==> config.mk <==
export PLATFORM = sky130hd
export DESIGN_NAME = my_srl_fifo
export DESIGN_NICKNAME = d
export VERILOG_FILES = /design/src/rtl/my_srl_chain.sv /design/src/rtl/my_srl_fifo.sv
export SDC_FILE = /design/constraint.sdc
export NUM_CORES = 1
export LEC_CHECK = 0
export ABC_AREA = 0
export CAP_MARGIN = 0
export CORE_ASPECT_RATIO = 0.5
export CORE_MARGIN = 5
export CORE_UTILIZATION = 30
export CTS_CLUSTER_SIZE = 8
export DETAILED_ROUTE_END_ITERATION = 8
export MAX_ROUTING_LAYER = met4
export PLACE_DENSITY = 0.43
export SLEW_MARGIN = 20
export SYNTH_ARGS = -nofsm -noshare
export SYNTH_HDL_FRONTEND = slang
export SYNTH_HIERARCHICAL = 1
export SYNTH_SLANG_ARGS = --single-unit
==> constraint.sdc <==
create_clock -name CLK -period 4.95 [get_ports CLK]
set_clock_uncertainty 0.05 [all_clocks]
set_input_delay 0.99 -clock CLK [delete_from_list [all_inputs] [get_ports CLK]]
set_output_delay 0.99 -clock CLK [all_outputs]
set_load 0.02 [all_outputs]
==> src/rtl/my_srl_chain.sv <==
// CE-gated shift chain with a dynamic read tap: the parametrised successor of SRL16E.
// No reset; contents only move when CE is high.
module my_srl_chain #(
  parameter int unsigned WIDTH = 8,
  parameter int unsigned DEPTH = 16,
  parameter int unsigned AW    = $clog2(DEPTH)
) (
  input  logic             CLK,
  input  logic             CE,
  input  logic [WIDTH-1:0] D,
  input  logic [AW-1:0]    A,
  output logic [WIDTH-1:0] Q
);

  logic [WIDTH-1:0] sr_q [DEPTH];

  always_ff @(posedge CLK) begin
    if (CE) begin
      sr_q[0] <= D;
      for (int unsigned i = 1; i < DEPTH; i++) begin
        sr_q[i] <= sr_q[i-1];
      end
    end
  end

  assign Q = sr_q[A];

endmodule

==> src/rtl/my_srl_fifo.sv <==
// SRL-style synchronous FIFO: shift chain storage, show-ahead read at COUNT-1,
// valid/ready handshake on both sides, occupancy count and almost-full flag.
module my_srl_fifo #(
  parameter int unsigned WIDTH     = 8,
  parameter int unsigned DEPTH     = 16,
  parameter int unsigned AF_MARGIN = 2
) (
  input  logic                       CLK,
  input  logic                       RSTN,
  input  logic [WIDTH-1:0]           S_DATA,
  input  logic                       S_VALID,
  output logic                       S_READY,
  output logic [WIDTH-1:0]           M_DATA,
  output logic                       M_VALID,
  input  logic                       M_READY,
  output logic [$clog2(DEPTH+1)-1:0] COUNT,
  output logic                       ALMOST_FULL
);

  localparam int unsigned AW    = $clog2(DEPTH);
  localparam int unsigned CW    = $clog2(DEPTH+1);
  localparam int unsigned AF_TH = DEPTH - AF_MARGIN;

  logic [CW-1:0] count_q, count_d;
  logic          rstn_q;
  logic          push, pop;
  logic          chain_ce;
  logic [AW-1:0] ptr;

  assign M_VALID     = (count_q != '0);
  assign S_READY     = rstn_q & (count_q != CW'(DEPTH));
  assign push        = S_VALID & S_READY;
  assign pop         = M_VALID & M_READY;
  assign COUNT       = count_q;
  assign ALMOST_FULL = (count_q >= CW'(AF_TH));

  // Reset discards a coinciding push; storage itself is never cleared.
  assign chain_ce = push & RSTN;

  // Oldest word sits at COUNT-1; on push+pop the chain shifts under a held pointer.
  assign ptr = AW'(count_q - CW'(1));

  always_comb begin
    count_d = count_q;
    unique case ({push, pop})
      2'b10:   count_d = count_q + CW'(1);
      2'b01:   count_d = count_q - CW'(1);
      default: count_d = count_q;
    endcase
  end

  always_ff @(posedge CLK) begin
    rstn_q <= RSTN;
    if (!RSTN) begin
      count_q <= '0;
    end else begin
      count_q <= count_d;
    end
  end

  my_srl_chain #(
    .WIDTH (WIDTH),
    .DEPTH (DEPTH),
    .AW    (AW)
  ) u_chain (
    .CLK (CLK),
    .CE  (chain_ce),
    .D   (S_DATA),
    .A   (ptr),
    .Q   (M_DATA)
  );

  a_no_overflow: assert property (@(posedge CLK) disable iff (!RSTN)
    !(push && !pop && count_q == CW'(DEPTH)));

  a_no_underflow: assert property (@(posedge CLK) disable iff (!RSTN)
    !(pop && !push && count_q == '0));

  a_count_range: assert property (@(posedge CLK) disable iff (!RSTN)
    count_q <= CW'(DEPTH));

endmodule

==> metrics.cfg, run 1 <==
[status]
status=completed

[placed_design]
globalplace.congestion=0.737
portBuffers=27
post-place-ws_ns=1.06
place_hpwl_um=5470

[setup_path]
cp_top_family=simple AND/OR/NAND/NOR gates
crit_fanout=8
path_class=reg2out
slowest_delay_ns=0.82
crit_buf_inv=2
crit_path_end_kind=output port
arrival_ns=3.23
cp.required_ns=3.91
crit_path_top_delay_cell=nor2b_1
critPathLaunchType=register
worst-path-stages=7
rr_worst_depth=5
worstPathCellList=inv_1, ha_1, xor2_1, nor2b_1, a22oi_1, nand2_1, clkdlybuf4s50_1

[cts]
path_clk_slew_ns=0.06
cts_resized=0
postCtsSetupBuffers=0
holdBufCountCts=0
htreeDepth=4
cts_sinks=134
cts_root_buf=clkbuf_16
clock_path_buffers=2
cts_tree=yes
clk_latency_ns=0.40
numCtsBuffers=17

[routing]
drc=0
vias_per_cell=4.66
route.met3.wl_um=385
vias=2485
wl_met1_um=4910
drt-total-wl_um=9620
drt_iter0_drc=149
dr.pass1.iters=4
dr_wl_met2_um=4260
wl_per_cell_um=18.0
ant_nets=0
top_layer=met4

[sta]
period_share_pct=86.3
worst_slew_pin_slew_ns=1.03
setup_violations=0
finalHoldViolCount=0
fmax_mhz=234
slew_headroom_pct=30.9
setup_tns_ns=0
rsz0062_at_grt=false
setup_ws_ns=0.679
fin_crit_ns=4.27
drv_slew=0

[die]
die_x_um=198
ios=28
initial_core_util_pct=30.6
fp.dieArea_um2=20600
fp.coreArea_um2=17400
fp.dieH_um=104
row_count=34

[cells_and_area]
final_cell_mix=edfxtp_1 (128), clkdlybuf4s50_1 (27), mux4_2 (18)
antenna_cells=0
drive_above_1_share_pct=18.7
final_common_cell=edfxtp_1
syn_to_final_growth_pct=22.1
utilization_pct=37.3
nets=302

[power]
vdd_ir_drop_max_uv=301
leakagePower_nw=2.16
p_per_area_nw_per_um2=643

[yosys]
synth.top_cells.by_area=edfxtp_1 (72%), mux4_2 (7.6%), mux4_1 (6.9%)
synth_seq_cells=134
syn-num-nets=263
synth_warnings=6
synth-edff-count=128
ys_seq_area_share_pct=74.7
synth_area_leader_cell=edfxtp_1
syn-cell-area_um2=5310
synth.distinct_cells=33
synthFlopType=edfxtp_1
syn-instance-count=247
async_flop_share_pct=0
synth_top_area_share_pct=72.4
syn_area_per_cell_um2=21.5

[worst_hold_path]
hold_depth=0
min_path_type=reg2reg

[grt]
antenna_found_initial=0
grt_overflow=0
grt_usage_pct=10.0
grt_pass1_wl_um=15400
grt_pass1_vias=2645
grt_start_max_net_pins=67

[job]
maxCapViolations=0

state kept, by name (all words and copies together) (netlist names):
signal and flops:
rstn_q 1, u_chain/sr_q 128, COUNT 5
final timing paths:
kind	end	from	slack, ns
worst min-delay path	u_chain/sr_q[9][4]$_DFFE_PP_	u_chain/sr_q[8][4]$_DFFE_PP_	0.39
worst min register to register	u_chain/sr_q[9][4]$_DFFE_PP_	u_chain/sr_q[8][4]$_DFFE_PP_	0.39
worst max-delay path	M_DATA[7]	COUNT[1]$_SDFFE_PN0P_	0.68
worst max register to register	u_chain/sr_q[6][1]$_DFFE_PP_	COUNT[1]$_SDFFE_PN0P_	2.12
power breakdown:
group | leakage [nW] | internal [W] | switching [W]
Sequential | 1.22 | 0.00130 | 0.0000442
Combinational | 0.623 | 0.000635 | 0.000779
Clock | 0.311 | 0.000944 | 0.000467
Total | 2.16 | 0.00288 | 0.00129
through the flow:
step	std cells	hold slack, ns	total power [W]	instance area [um2]
finish	533	0.391	0.00417	6480
floorplan	247	0.367	0.00229	5310
global route	533	0.397	0.00437	6480
detailed placement	501	0.377	0.00281	5820
global placement	501	0.375	0.00279	5820
CTS	533	0.391	0.00423	6480
layer usage:
layer	global-route usage (%)	vias up
met3	3.01	4
li1	-	1120
met2	13.9	45
met4	3.09	0
met5	-	-
met1	14.2	1316
logic make-up (layout without fill, tap and decap cells):
family | Yosys count | count (layout) | share of synthesized area (%)
adders and majority gates | 4 | 4 | 0.943
xor gates and xnor gates | 4 | 4 | 0.660
DFF | 134 | 134 | 74.7
AOI/OAI and AO/OA | 24 | 24 | 3.25
muxes | 35 | 35 | 15.1
and+or+nand+nor | 30 | 30 | 3.11
buffers and inverters | 16 | 68 | 2.19
cell type report:
type                       instances  area, um2
fill                            1588      10900
clock buffer                      19        433
timing repair buffer              31        313
clock inverter                    13        229
tap                              234        293
inverter                           5       18.8
sequential                       134       3960
multi-input combinational         97       1230
synth_stat cells (4+ instances only):
library cell  number
nor2_1             4
nand2_1           12
ha_1               4
buf_6              4
mux4_2            18
a22oi_1           16
xor2_1             4
inv_1              5
mux4_1            14
dfxtp_1            6
edfxtp_1         128
worst reg2reg max path: stages (launching register included):
cell and delay (ns):
dfxtp_1 0.47, inv_1 0.10, ha_1 0.27, a31oi_1 0.31
and3_4 0.80, buf_12 0.47
Power figures use the tool's default switching activity.
==> inputs of run 2 (changes only) <==
--- a/config.mk
+++ b/config.mk
@@ -19,3 +19,4 @@
 export SYNTH_HDL_FRONTEND = slang
 export SYNTH_HIERARCHICAL = 1
 export SYNTH_SLANG_ARGS = --single-unit
+export TNS_END_PERCENT = 5
==> constraint.sdc (replaced) <==
create_clock -name CLK -period 5.53 [get_ports CLK]
set_clock_uncertainty 0.05 [all_clocks]
set_input_delay 1.106 -clock CLK [delete_from_list [all_inputs] [get_ports CLK]]
set_output_delay 1.106 -clock CLK [all_outputs]
set_load 0.02 [all_outputs]
==> run 2 against run 1 <==
- power fell by 15%
- first-iteration DRC count rose by 28%
- core utilization fell by 0.56 points
- via count rose by 1.1%
- worst setup slack improved by 0.44 ns
- register-to-register slack improved by 0.59 ns
- critical path type unchanged
- largest cell class unchanged
- highest routed layer unchanged
==> metrics.cfg, run 2 (synthesis results as in run 1) <==
[routing]
wl_per_cell_um=17.7
vias_per_cell=4.72
drt-total-wl_um=9410
vias=2512
dr.pass1.iters=4
ant_nets=0
drt_iter0_drc=191
drc=0

[setup_path]
r2r_end=u_chain/sr_q[2][5]$_DFFE_PP_
timing.rr.start=COUNT[1]$_SDFFE_PN0P_
critPathLaunchType=register
arrival_ns=3.25
rr_worst_depth=5
path_class=reg2out
crit_path_end_kind=output port
crit_path_end=M_DATA[4]
rrSetupSlack_ns=2.71
cp-startpoint=COUNT[1]$_SDFFE_PN0P_
crit_fanout=8
cp.required_ns=4.37

[job]
maxCapViolations=0

[cells_and_area]
final_cell_mix=edfxtp_1 (128), clkdlybuf4s50_1 (27), mux4_2 (18)
largest_reg_flops=128
syn_to_final_growth_pct=20.3
drive_above_1_share_pct=17.1
final_common_cell=edfxtp_1
stdcell_count=532
antenna_cells=0
nets=301
top_register=u_chain/sr_q
nFillCells=1597

[grt]
grt_pass1_wl_um=14800
antenna_found_initial=0
grt_start_max_net_pins=66
grt_pass1_vias=2600
grt_usage_pct=9.57
grt_overflow=0

[sta]
rsz0062_at_grt=false
fmax_mhz=227
drv_slew=0
slew_headroom_pct=31.8
hold_ws_ns=0.390
finalHoldViolCount=0
fin_crit_ns=4.41
period_share_pct=79.7
setup_tns_ns=0
worst_slew_pin_slew_ns=1.02
setup_violations=0

[cts]
htreeDepth=4
postCtsSetupBuffers=0
cts_sinks=134
numCtsBuffers=17
clock_path_buffers=2
holdBufCountCts=0
path_clk_slew_ns=0.06
cts_resized=0
clk_latency_ns=0.41
cts_tree=yes
cts_root_buf=clkbuf_16

[placed_design]
placed_cells=500
globalplace.congestion=0.766
place_hpwl_um=5270
portBuffers=27

[die]
row_count=34
initial_core_util_pct=30.6
ios=28
fp.coreArea_um2=17400
fp.dieArea_um2=20600
die_x_um=198
fp.dieH_um=104

[power]
leakagePower_nw=2.12
p_per_area_nw_per_um2=556
vdd_ir_drop_max_uv=302

[status]
status=completed

[worst_hold_path]
min_path_type=reg2reg

==> run 2: cell types whose count changed in the layout (fill, tap and decap cells not counted), sizes merged <==
| cell | change |
|---|---|
| clkinv | +3 |
| clkinvlp | -2 |
| bufinv | -3 |
| buf | -1 |
| clkbuf | +2 |
==> run 2: critical path: stages (launching register included) <==
cell and delay, ns:
dfxtp_1 0.47, inv_1 0.11, ha_1 0.26, xor2_1 0.19, nor2_1 0.79, a22oi_1 0.26
nand2_1 0.15, clkdlybuf4s50_1 0.62
==> run 2: metrics by stage <==
stage / setup slack (ns) / util [%] / total power (W) / instance area, um2
4_1_cts: 1.08 / 36.8 / 0.00361 / 6380
3_3_place_gp: 1.60 / 33.5 / 0.00248 / 5810
6_report: 1.12 / 36.8 / 0.00355 / 6380
3_5_place_dp: 1.53 / 33.5 / 0.00250 / 5810
5_1_grt: 0.924 / 36.8 / 0.00373 / 6380
2_1_floorplan: 0.429 / - / 0.00205 / 5310
==> run 2: worst min path at each step <==
stage,start,endpoint,slack [ns],cells past startpoint
3_3_place_gp,u_chain/sr_q[1][2]$_DFFE_PP_,u_chain/sr_q[2][2]$_DFFE_PP_,0.37,0
6_report,u_chain/sr_q[0][0]$_DFFE_PP_,u_chain/sr_q[1][0]$_DFFE_PP_,0.39,0
5_1_grt,u_chain/sr_q[5][5]$_DFFE_PP_,u_chain/sr_q[6][5]$_DFFE_PP_,0.40,0
2_1_floorplan,u_chain/sr_q[9][1]$_DFFE_PP_,u_chain/sr_q[10][1]$_DFFE_PP_,0.37,0
3_5_place_dp,u_chain/sr_q[13][4]$_DFFE_PP_,u_chain/sr_q[14][4]$_DFFE_PP_,0.38,0
4_1_cts,u_chain/sr_q[10][2]$_DFFE_PP_,u_chain/sr_q[11][2]$_DFFE_PP_,0.39,0
==> run 2: routing by layer <==
layer	wire length, um	GRT usage, %	vias up
met3	316	3.01	7
met2	4130	12.7	42
met1	4850	13.7	1341
li1	-	-	1122
met5	0	-	-
met4	102	3.54	0
==> run 2: where the power goes <==
part           switching, W  total [W]  internal, W
Clock              0.000396    0.00110     0.000702
Sequential        0.0000397    0.00120      0.00116
Combinational      0.000686    0.00125     0.000562
Total               0.00112    0.00355      0.00243
==> run 2: cell type report <==
cell class | instances | area, um2 | share of cell area, %
clock inverter | 11 | 133 | 2.08
multi-input combinational | 97 | 1230 | 19.3
inverter | 5 | 18.8 | 0.294
timing repair buffer | 30 | 305 | 4.78
clock buffer | 21 | 440 | 6.90
tap | 234 | 293 | 4.59
sequential | 134 | 3960 | 62.1
